==> config.mk <==
export PLATFORM = sky130hd
export DESIGN_NAME = n_bit_counter
export DESIGN_NICKNAME = d
export VERILOG_FILES = /design/src/rtl/n_bit_counter.sv
export SDC_FILE = /design/constraint.sdc
export NUM_CORES = 1
export LEC_CHECK = 0
export BUFFER_PORTS_ARGS = -buffer_cell sky130_fd_sc_hd__buf_4
export CAP_MARGIN = 20
export CORE_AREA = 2 2 39 41
export CTS_CLUSTER_SIZE = 30
export DETAILED_ROUTE_END_ITERATION = 7
export DIE_AREA = 0 0 41 43
export GPL_TIMING_DRIVEN = 1
export PLACE_DENSITY = 0.35
export SETUP_SLACK_MARGIN = 0.3
export SYNTH_ARGS = -nofsm -noshare
export SYNTH_HDL_FRONTEND = slang
export SYNTH_SLANG_ARGS = --single-unit
==> constraint.sdc <==
create_clock -name clk -period 2.24 [get_ports clk]
set_clock_uncertainty 0.15 [all_clocks]
set_input_delay 0.336 -clock clk [delete_from_list [all_inputs] [get_ports clk]]
set_output_delay 0.336 -clock clk [all_outputs]
set_load 0.1 [all_outputs]
==> src/rtl/n_bit_counter.sv <==
// n_bit_counter
//   Free-running unsigned up-counter, N bits wide, wrapping modulo 2^N.
//   Intended as a shared timebase: several widths are instantiated side by
//   side from this one source.
//
// Ports
//   clk   in   1  clock, count advances on the rising edge
//   rstn  in   1  asynchronous active-low reset, clears the count at once
//   out   out  N  current count, taken straight from the count register
//
// Release of rstn is expected to be synchronous to clk (e.g. on a falling
// edge); there is no reset synchroniser inside this block.

module n_bit_counter #(
  parameter int N = 4
) (
  input  logic         clk,
  input  logic         rstn,
  output logic [N-1:0] out
);

  generate
    if (N < 1 || N > 64) begin : g_bad_width
      $error("n_bit_counter: N must be in 1..64");
    end
  endgenerate

  logic [N-1:0] cnt_q;
  logic [N-1:0] cnt_d;

  // Carry out of the MSB drops off, which gives the modulo-2^N wrap.
  always_comb begin
    cnt_d = cnt_q + N'(1);
  end

  always_ff @(posedge clk or negedge rstn) begin
    if (!rstn) begin
      cnt_q <= '0;
    end else begin
      cnt_q <= cnt_d;
    end
  end

  assign out = cnt_q;

endmodule

==> impl_metrics.toml, run 1 <==
[logic_synthesis]
yosys.area_share.xor_xnor = 0.122
synth_top_family_by_area = "XOR/XNOR gates"
synth-simple-area-share = 0.0696
syn_inst = 9
synth_most_common_cell = "dfrtp_1"
ys_types = 6
synth_seq_cells = 4
synthArstFlopShare = 1.00
yosys-mux-area-fraction = 0
syn_nets = 12
synthTopCellsByArea = "dfrtp_1 (70%), ha_1 (8.7%), nand3_2 (7.0%)"
synth_top_area_cell = "dfrtp_1"
synthAdderAreaFrac = 0.0870
syn_area_um2 = 144
syn_area_per_cell_um2 = 16.0
synth_compound_area_frac = 0
netlist.area_leader.share = 0.696
synth-edff-count = 0
ys.flop_type = "dfrtp_1"
ys_seq_area_frac = 0.696
yosys_warnings = 0

[drt]
drtAntennaViolNets = 0
drc = 0
avgRoutedWirePerCell_um = 7.74
routed_wl_um = 263
vias = 95
viasPerCell = 2.79
drt-initial-drc-count = 1
dr.pass1.iters = 2

[cells_and_area]
fillers = 159
area_delta_synth_final_pct = 62.6
regArea_um2 = 100
multi_input_area_um2 = 40.0
largest_reg_flops = 4
n_antenna_cell = 0
final_nets = 23
drive_gt1_frac = 0.500

[global_routing]
grt_pass1_vias = 104
grt_pass1_wl_um = 420
antenna_found_initial = 0
grt_max_degree = 5
track_usage = 0.0465
grt_overflow = 0

[worst_setup_path]
cp-startpoint = "out[0]"
critical_path.cell_chain = "buf_4"
r2r-start = "out[0]"
path_class = "flip-flop to output port"
cp-end-kind = "output port"
crit_family = "flip-flops"
required_ns = 1.75
critPathSlowestCell = "dfrtp_1"
cp-start-kind = "flip-flop"
rr_endpoint = "out[2]"
worst-r2r-setup-slack_ns = 1.20
cp.arrival_ns = 0.95
slowest_delay_ns = 0.40
rr_worst_depth = 2
path_buf_inv = 1
crit_fanout = 4

[sta]
max_freq_mhz = 698
fin_crit_ns = 1.43
fin_tns_setup_ns = 0
rsz0062_at_grt = "no"
slew_viol_final = 0
finalCritPeriodShare = 0.640
hold_slack_ns = 0.291
slew_headroom = 0.815
setup_violations = 0
worst_slew_pin_slew_ns = 0.280
hold_viol = 0

[placement]
io_buffers = 5
hpwl_um = 189
gp_congestion = 0.534

[power]
power_density_nw_per_um2 = 700
ir_drop_mv = 0.141
total_leakage_power_nw = 0.124
fin_total_pwr_mw = 0.164

[clocking]
path_clk_slew_ns = 0.04
post_cts_buffers = 0
clock-root-buffer = "clkbuf_4"
insertion_delay_ns = 0.23
clock-sinks = 4
clockBufferDepth = 2
cts_tree = "done"
htree_levels = 1
cts-buffers-inserted = 3

[die]
core_area_um2 = 1380
rows = 14
die_w_um = 41
die_area_um2 = 1760
die_height_um = 43
start_util = 0.104
ioPinCount = 6

[hold_path]
hp-class = "input pin to asynchronous set/reset pin"

[job]
maxCapViolCount = 0

[outcome]
status = "finished clean"
## worst max-delay path by stage
stage / endpoint / slack [ns] / cells after the start
after global placement: out[0] / 1.04 / 1
after CTS: out[0] / 0.80 / 1
after detailed placement: out[0] / 1.05 / 1
final: out[0] / 0.81 / 1
after floorplan: out[2] / 0.64 / 2
after global routing: out[0] / 0.76 / 1
## worst reg2reg max path: cells and delay by family, from the launching register on
family,cells,cell delay (ns)
XOR/XNOR,1,0.14
flip-flops,1,0.41
adder cells (fa/ha/maj),1,0.23
## logic make-up after synthesis
group,Yosys count
XOR/XNOR,2
AND/OR/NAND/NOR,1
adder cells (fa/ha/maj),1
buffers and inverters,1
flip-flops,4
## cells in the final DEF, fill, tap and decap left out, drive strengths merged
| cell type | n |
|---|---|
| buf | 5 |
| dfrtp | 4 |
| clkbuf | 3 |
| inv | 1 |
| xor2 | 1 |
| nand3 | 1 |
| xnor2 | 1 |
| ha | 1 |
| dlygate4sd3 | 1 |
## report_power, final
| group | internal [mW] | switching (mW) |
|---|---|---|
| Sequential | 0.0727 | 0 |
| Clock | 0.0598 | 0.0274 |
| Combinational | 0.00229 | 0.00155 |
| Total | 0.135 | 0.0289 |
## repair_timing
action / in CTS / in global routing
gates resized for setup: 0 / 0
endpoints found under the hold margin: 4 / 0
setup endpoints to repair: 0 / 0
hold buffers: 1 / 0
## per-stage QoR
| stage | setup slack, ns | cell area (um2) | utilization | std cells |
|---|---|---|---|---|
| finish | 0.806 | 234 | 0.169 | 34 |
| floorplan | 0.637 | 144 | - | 9 |
| global route | 0.760 | 234 | 0.169 | 34 |
| global placement | 1.04 | 201 | 0.146 | 30 |
| CTS | 0.795 | 234 | 0.169 | 34 |
| detailed placement | 1.05 | 201 | 0.146 | 30 |
## routing by layer
layer  share of wire  GRT usage
met5               0          0
met1            0.42     0.0426
met2            0.35     0.0375
met4           0.034      0.100
met3            0.19     0.0314
## final cells by class
class,count,share of cell area
inverter,1,0.0160
sequential,4,0.428
multi-input combinational,4,0.171
tap,16,0.0856
timing repair buffer,6,0.203
clock buffer,3,0.0963
Note: power is estimated with default switching activity, not from simulation.
==> run 2, diff against run 1 <==
--- a/config.mk
+++ b/config.mk
@@ -5,6 +5,7 @@
 export SDC_FILE = /design/constraint.sdc
 export NUM_CORES = 1
 export LEC_CHECK = 0
+export ABC_AREA = 1
 export BUFFER_PORTS_ARGS = -buffer_cell sky130_fd_sc_hd__buf_4
 export CAP_MARGIN = 20
 export CORE_AREA = 2 2 39 41
@@ -12,7 +13,7 @@
 export DETAILED_ROUTE_END_ITERATION = 7
 export DIE_AREA = 0 0 41 43
 export GPL_TIMING_DRIVEN = 1
-export PLACE_DENSITY = 0.35
+export PLACE_DENSITY = 0.36
 export SETUP_SLACK_MARGIN = 0.3
 export SYNTH_ARGS = -nofsm -noshare
 export SYNTH_HDL_FRONTEND = slang
==> constraint.sdc (replaced) <==
create_clock -name clk -period 1.2 [get_ports clk]
set_clock_uncertainty 0.15 [all_clocks]
set_input_delay 0.18 -clock clk [delete_from_list [all_inputs] [get_ports clk]]
set_output_delay 0.18 -clock clk [all_outputs]
set_load 0.1 [all_outputs]
==> impl_metrics.toml, run 2 <==
[job]
maxCapViolCount = 0

[die]
die_w_um = 41
rows = 14
core_area_um2 = 1380
die_height_um = 43
start_util = 0.107
ioPinCount = 6
die_area_um2 = 1760

[sta]
max_freq_mhz = 821
fin_crit_ns = 1.22
hold_viol = 0
fin_ws_ns = -0.0183
hold_slack_ns = 0.128
slew_viol_final = 0
setup_violations = 4
worst_slew_pin_slew_ns = 0.119
slew_headroom = 0.920
finalCritPeriodShare = 1.02
rsz0062_at_grt = "yes"

[logic_synthesis]
yosys-mux-area-fraction = 0
synth_compound_area_frac = 0
yosys_warnings = 0
ys_seq_area_frac = 0.678
ys.flop_type = "dfrtp_1"
synthTopCellsByArea = "dfrtp_1 (68%), ha_1 (8.5%), xor2_1 (5.9%)"
yosys.area_share.xor_xnor = 0.0593
synthAdderAreaFrac = 0.0847
netlist.area_leader.share = 0.678
synth-simple-area-share = 0.127
synthTopCellsByCount = "dfrtp_1 (4), inv_1 (2), nand2_1 (2)"
syn_nets = 15
synth-edff-count = 0
synth_seq_cells = 4
syn_area_um2 = 148
synthArstFlopShare = 1.00
syn_inst = 12
synth_top_family_by_area = "simple AND/OR/NAND/NOR gates"
syn_area_per_cell_um2 = 12.3
ys_types = 7
synth_most_common_cell = "dfrtp_1"
synth_top_area_cell = "dfrtp_1"

[drt]
drt-initial-drc-count = 7
viasPerCell = 3.39
vias = 139
dr.pass1.iters = 2
drtAntennaViolNets = 0
routed_wl_um = 352
drc = 0
avgRoutedWirePerCell_um = 8.59

[clocking]
cts_tree = "done"
path_clk_slew_ns = 0.04
cts-buffers-inserted = 3
insertion_delay_ns = 0.24
htree_levels = 1
clock-root-buffer = "clkbuf_4"
clock-sinks = 4
clockBufferDepth = 2

[worst_setup_path]
r2r-start = "out[0]"
worst-r2r-setup-slack_ns = 0.01
cp-end-kind = "output port"
cp-startpoint = "out[0]"
crit_fanout = 2
crit_cells = 1
path_buf_inv = 1
slowest_delay_ns = 0.48
cp-start-kind = "flip-flop"
critPathSlowestCell = "dfrtp_4"
rr_endpoint = "out[2]"
path_class = "flip-flop to output port"
required_ns = 0.87
crit_family = "flip-flops"
cp.arrival_ns = 0.89
crit_path_end = "out[0]"
rr_worst_depth = 3
critical_path.cell_chain = "buf_12"

[hold_path]
hp-class = "input pin to asynchronous set/reset pin"

[power]
ir_drop_mv = 0.424
power_density_nw_per_um2 = 893
fin_total_pwr_mw = 0.308
total_leakage_power_nw = 0.160

[cells_and_area]
final_nets = 30
n_antenna_cell = 0
largest_reg_flops = 4
area_delta_synth_final_pct = 134
final_common_cell = "buf_4"
drive_gt1_frac = 0.680
final_cell_mix = "buf_4 (5), dfrtp_4 (4), buf_12 (4), clkbuf_4 (3)"
final_util = 0.250

[global_routing]
grt_pass1_wl_um = 572
grt_pass1_vias = 140
grt_max_degree = 5
grt_overflow = 0
antenna_found_initial = 0
track_usage = 0.0616

[placement]
io_buffers = 5
hpwl_um = 205
gp_congestion = 0.558

[outcome]
status = "finished with violations"
violations = "setup timing"
-- run 2: changes by cell type in the layout (fill, tap and decap cells not counted), sizes merged --
cell and delta:
buf +4, nand2 +2, inv +1, nand4 +1, xnor2 -1
-- run 2: metal layers --
layer | up-vias | part of all wire | GRT usage
met5 | - | 0 | 0
met2 | 8 | 0.43 | 0.0594
met3 | 0 | 0.13 | 0.0995
met1 | 67 | 0.43 | 0.0556
li1 | 64 | - | -
met4 | 0 | 0 | 0.0400
-- run 2: final cells by class --
cell class | instances | area [um2]
inverter | 2 | 7.51
sequential | 4 | 115
clock buffer | 3 | 22.5
multi-input combinational | 6 | 52.6
timing repair buffer | 10 | 128
tap | 16 | 20.0
fill | 147 | 1040
-- run 2: cell families after synthesis --
logic type,after synthesis
xor gates and xnor gates,1
buffers and inverters,2
and+or+nand+nor,4
adders and majority gates,1
DFF,4
-- run 2: worst reg2reg max path, cell delays in order (launching register included) --
cell	delay, ns
dfrtp_4	0.48
buf_4	0.17
ha_4	0.15
xor2_1	0.13
-- run 2: stage by stage --
step	setup TNS (ns)	area [um2]	worst slack, ns	cells
2_1_floorplan	-0.0356	175	-0.0356	12
3_3_place_gp	0	233	0.140	33
3_5_place_dp	0	233	0.137	33
4_1_cts	-0.0975	345	-0.0291	41
5_1_grt	-0.192	345	-0.0486	41
6_report	-0.0652	345	-0.0183	41
-- run 2: timing repair --
action	in CTS	in global routing
cloned	0	0
endpoints found under the hold margin	4	0
setup buffers	4	0
hold buffers	1	0
resized for setup	12	0
setup endpoints to repair	7	8
-- run 2: worst min-delay path by stage --
stage	startpoint	endpoint	cells after the start
2_1_floorplan	rstn	out[0]	0
3_3_place_gp	rstn	out[3]	1
3_5_place_dp	rstn	out[3]	1
4_1_cts	rstn	out[3]	2
5_1_grt	rstn	out[2]	2
6_report	rstn	out[3]	2
-- run 2: power by group --
group | switching (mW) | leakage (nW) | internal [mW]
Clock | 0.0536 | 0.0138 | 0.112
Sequential | 0 | 0.0460 | 0.136
Combinational | 0.00312 | 0.100 | 0.00427
==> run 3, diff against run 2 <==
--- a/config.mk
+++ b/config.mk
@@ -5,7 +5,6 @@
 export SDC_FILE = /design/constraint.sdc
 export NUM_CORES = 1
 export LEC_CHECK = 0
-export ABC_AREA = 1
 export BUFFER_PORTS_ARGS = -buffer_cell sky130_fd_sc_hd__buf_4
 export CAP_MARGIN = 20
 export CORE_AREA = 2 2 39 41
==> impl_metrics.toml, run 3 (same netlist as run 1, synthesis figures left out) <==
[outcome]
status = "finished with violations"
violations = "setup timing"

[cells_and_area]
area_delta_synth_final_pct = 137
fillers = 141
multi_input_area_um2 = 52.6
stdcell_area_um2 = 342
drive_gt1_frac = 0.818
final_cells = 38
final_common_cell = "buf_4"
largest_reg_flops = 4
final_cell_mix = "buf_4 (5), dfrtp_4 (4), buf_12 (4), clkbuf_4 (3)"
regArea_um2 = 115
final_nets = 27
n_antenna_cell = 0

[drt]
avgRoutedWirePerCell_um = 8.66
vias = 118
drtAntennaViolNets = 0
drt-initial-drc-count = 3
dr.pass1.iters = 2
viasPerCell = 3.11
drc = 0
routed_wl_um = 329

[power]
ir_drop_mv = 0.386
power_frac_clock = 0.533
seq_power_share = 0.443
p_sw_mw = 0.0546
pwr-share-comb = 0.024
swShare = 0.178
total_leakage_power_nw = 0.154
power_density_nw_per_um2 = 896
intPower_mw = 0.252
fin_total_pwr_mw = 0.306

[die]
die_w_um = 41
die_height_um = 43
ioPinCount = 6
core_area_um2 = 1380
die_area_um2 = 1760
rows = 14
start_util = 0.104

[sta]
worst_slew_pin_slew_ns = 0.137
fin_ws_ns = -0.0212
slew_headroom = 0.908
rsz0062_at_grt = "yes"
fin_crit_ns = 1.22
setup_violations = 4
max_freq_mhz = 819
fin_tns_setup_ns = -0.0626
slew_viol_final = 0
hold_viol = 0
finalCritPeriodShare = 1.02

[global_routing]
grt_pass1_vias = 157
track_usage = 0.0645
grt_overflow = 0
grt_pass1_wl_um = 641
antenna_found_initial = 0
grt_max_degree = 5

[placement]
place_area_um2 = 229
dp_slack_ns = 0.140
dp_cells = 30
gp_congestion = 0.617
io_buffers = 5

[worst_setup_path]
crit_family = "flip-flops"
worst-r2r-setup-slack_ns = 0.02
cp.arrival_ns = 0.89
slowest_delay_ns = 0.49
cp-start-kind = "flip-flop"
critPathSlowestCell = "dfrtp_4"
path_buf_inv = 1
path_class = "flip-flop to output port"
required_ns = 0.87
critical_path.cell_chain = "buf_12"
crit_fanout = 2
cp-end-kind = "output port"

[clocking]
insertion_delay_ns = 0.23
clock-sinks = 4
cts-buffers-inserted = 3
htree_levels = 1
path_clk_slew_ns = 0.04
clock-root-buffer = "clkbuf_4"
clockBufferDepth = 2
cts_tree = "done"

[hold_path]
hp-class = "input pin to asynchronous set/reset pin"

[job]
maxCapViolCount = 0
run 3: cell count changes in the layout (fill, tap and decap cells not counted):
cell	before	now
inv_1	2	1
nand2_1	2	0
nand3_1	1	0
nand3_2	0	1
nand4_1	1	0
xnor2_1	0	1
run 3: path summary, 6_finish.rpt:
kind | endpoint | start | cells after the start
setup / recovery | out[0] | out[0] | 1
hold / removal | out[2] | rstn | 2
setup reg to reg | out[2] | out[0] | 3
hold reg to reg | out[3] | out[3] | 2
max in group asynchronous | out[0] | rstn | 2
min in group clk | out[3] | out[3] | 2
run 3: cell type report:
type,count,share of cell area
multi-input combinational,4,0.154
timing repair buffer,10,0.374
sequential,4,0.337
clock buffer,3,0.0659
inverter,1,0.0110
tap,16,0.0586
run 3: repair_timing:
action                                  in CTS  in global routing
hold endpoints to repair                     4                  0
gates resized for setup                     12                  0
buffers inserted                             4                  0
hold buffers                                 1                  0
endpoints found under the setup margin       7                  8
run 3: routing by layer:
metal	up-vias	global-route usage	routed length (um)
li1	55	-	-
met1	57	0.0584	152
met2	6	0.0781	146
met3	0	0.0785	30
met4	0	0.0400	0
met5	-	0	0
run 3: metrics by stage:
step | hold slack [ns] | utilization
global route | 0.138 | 0.247
floorplan | -0.266 | -
detailed placement | -0.170 | 0.165
finish | 0.133 | 0.247
CTS | 0.128 | 0.247
global placement | -0.173 | 0.165
run 3: power groups by stage:
| stage | logic, mW | registers (mW) | clock network, mW |
|---|---|---|---|
| after global routing | 0.00842 | 0.135 | 0.183 |
| after detailed placement | 0.00492 | 0.138 | 0 |
| after global placement | 0.00458 | 0.138 | 0 |
| after CTS | 0.00751 | 0.136 | 0.169 |
| final | 0.00736 | 0.136 | 0.163 |
| after floorplan | 0.0000000298 | 0.138 | 0 |
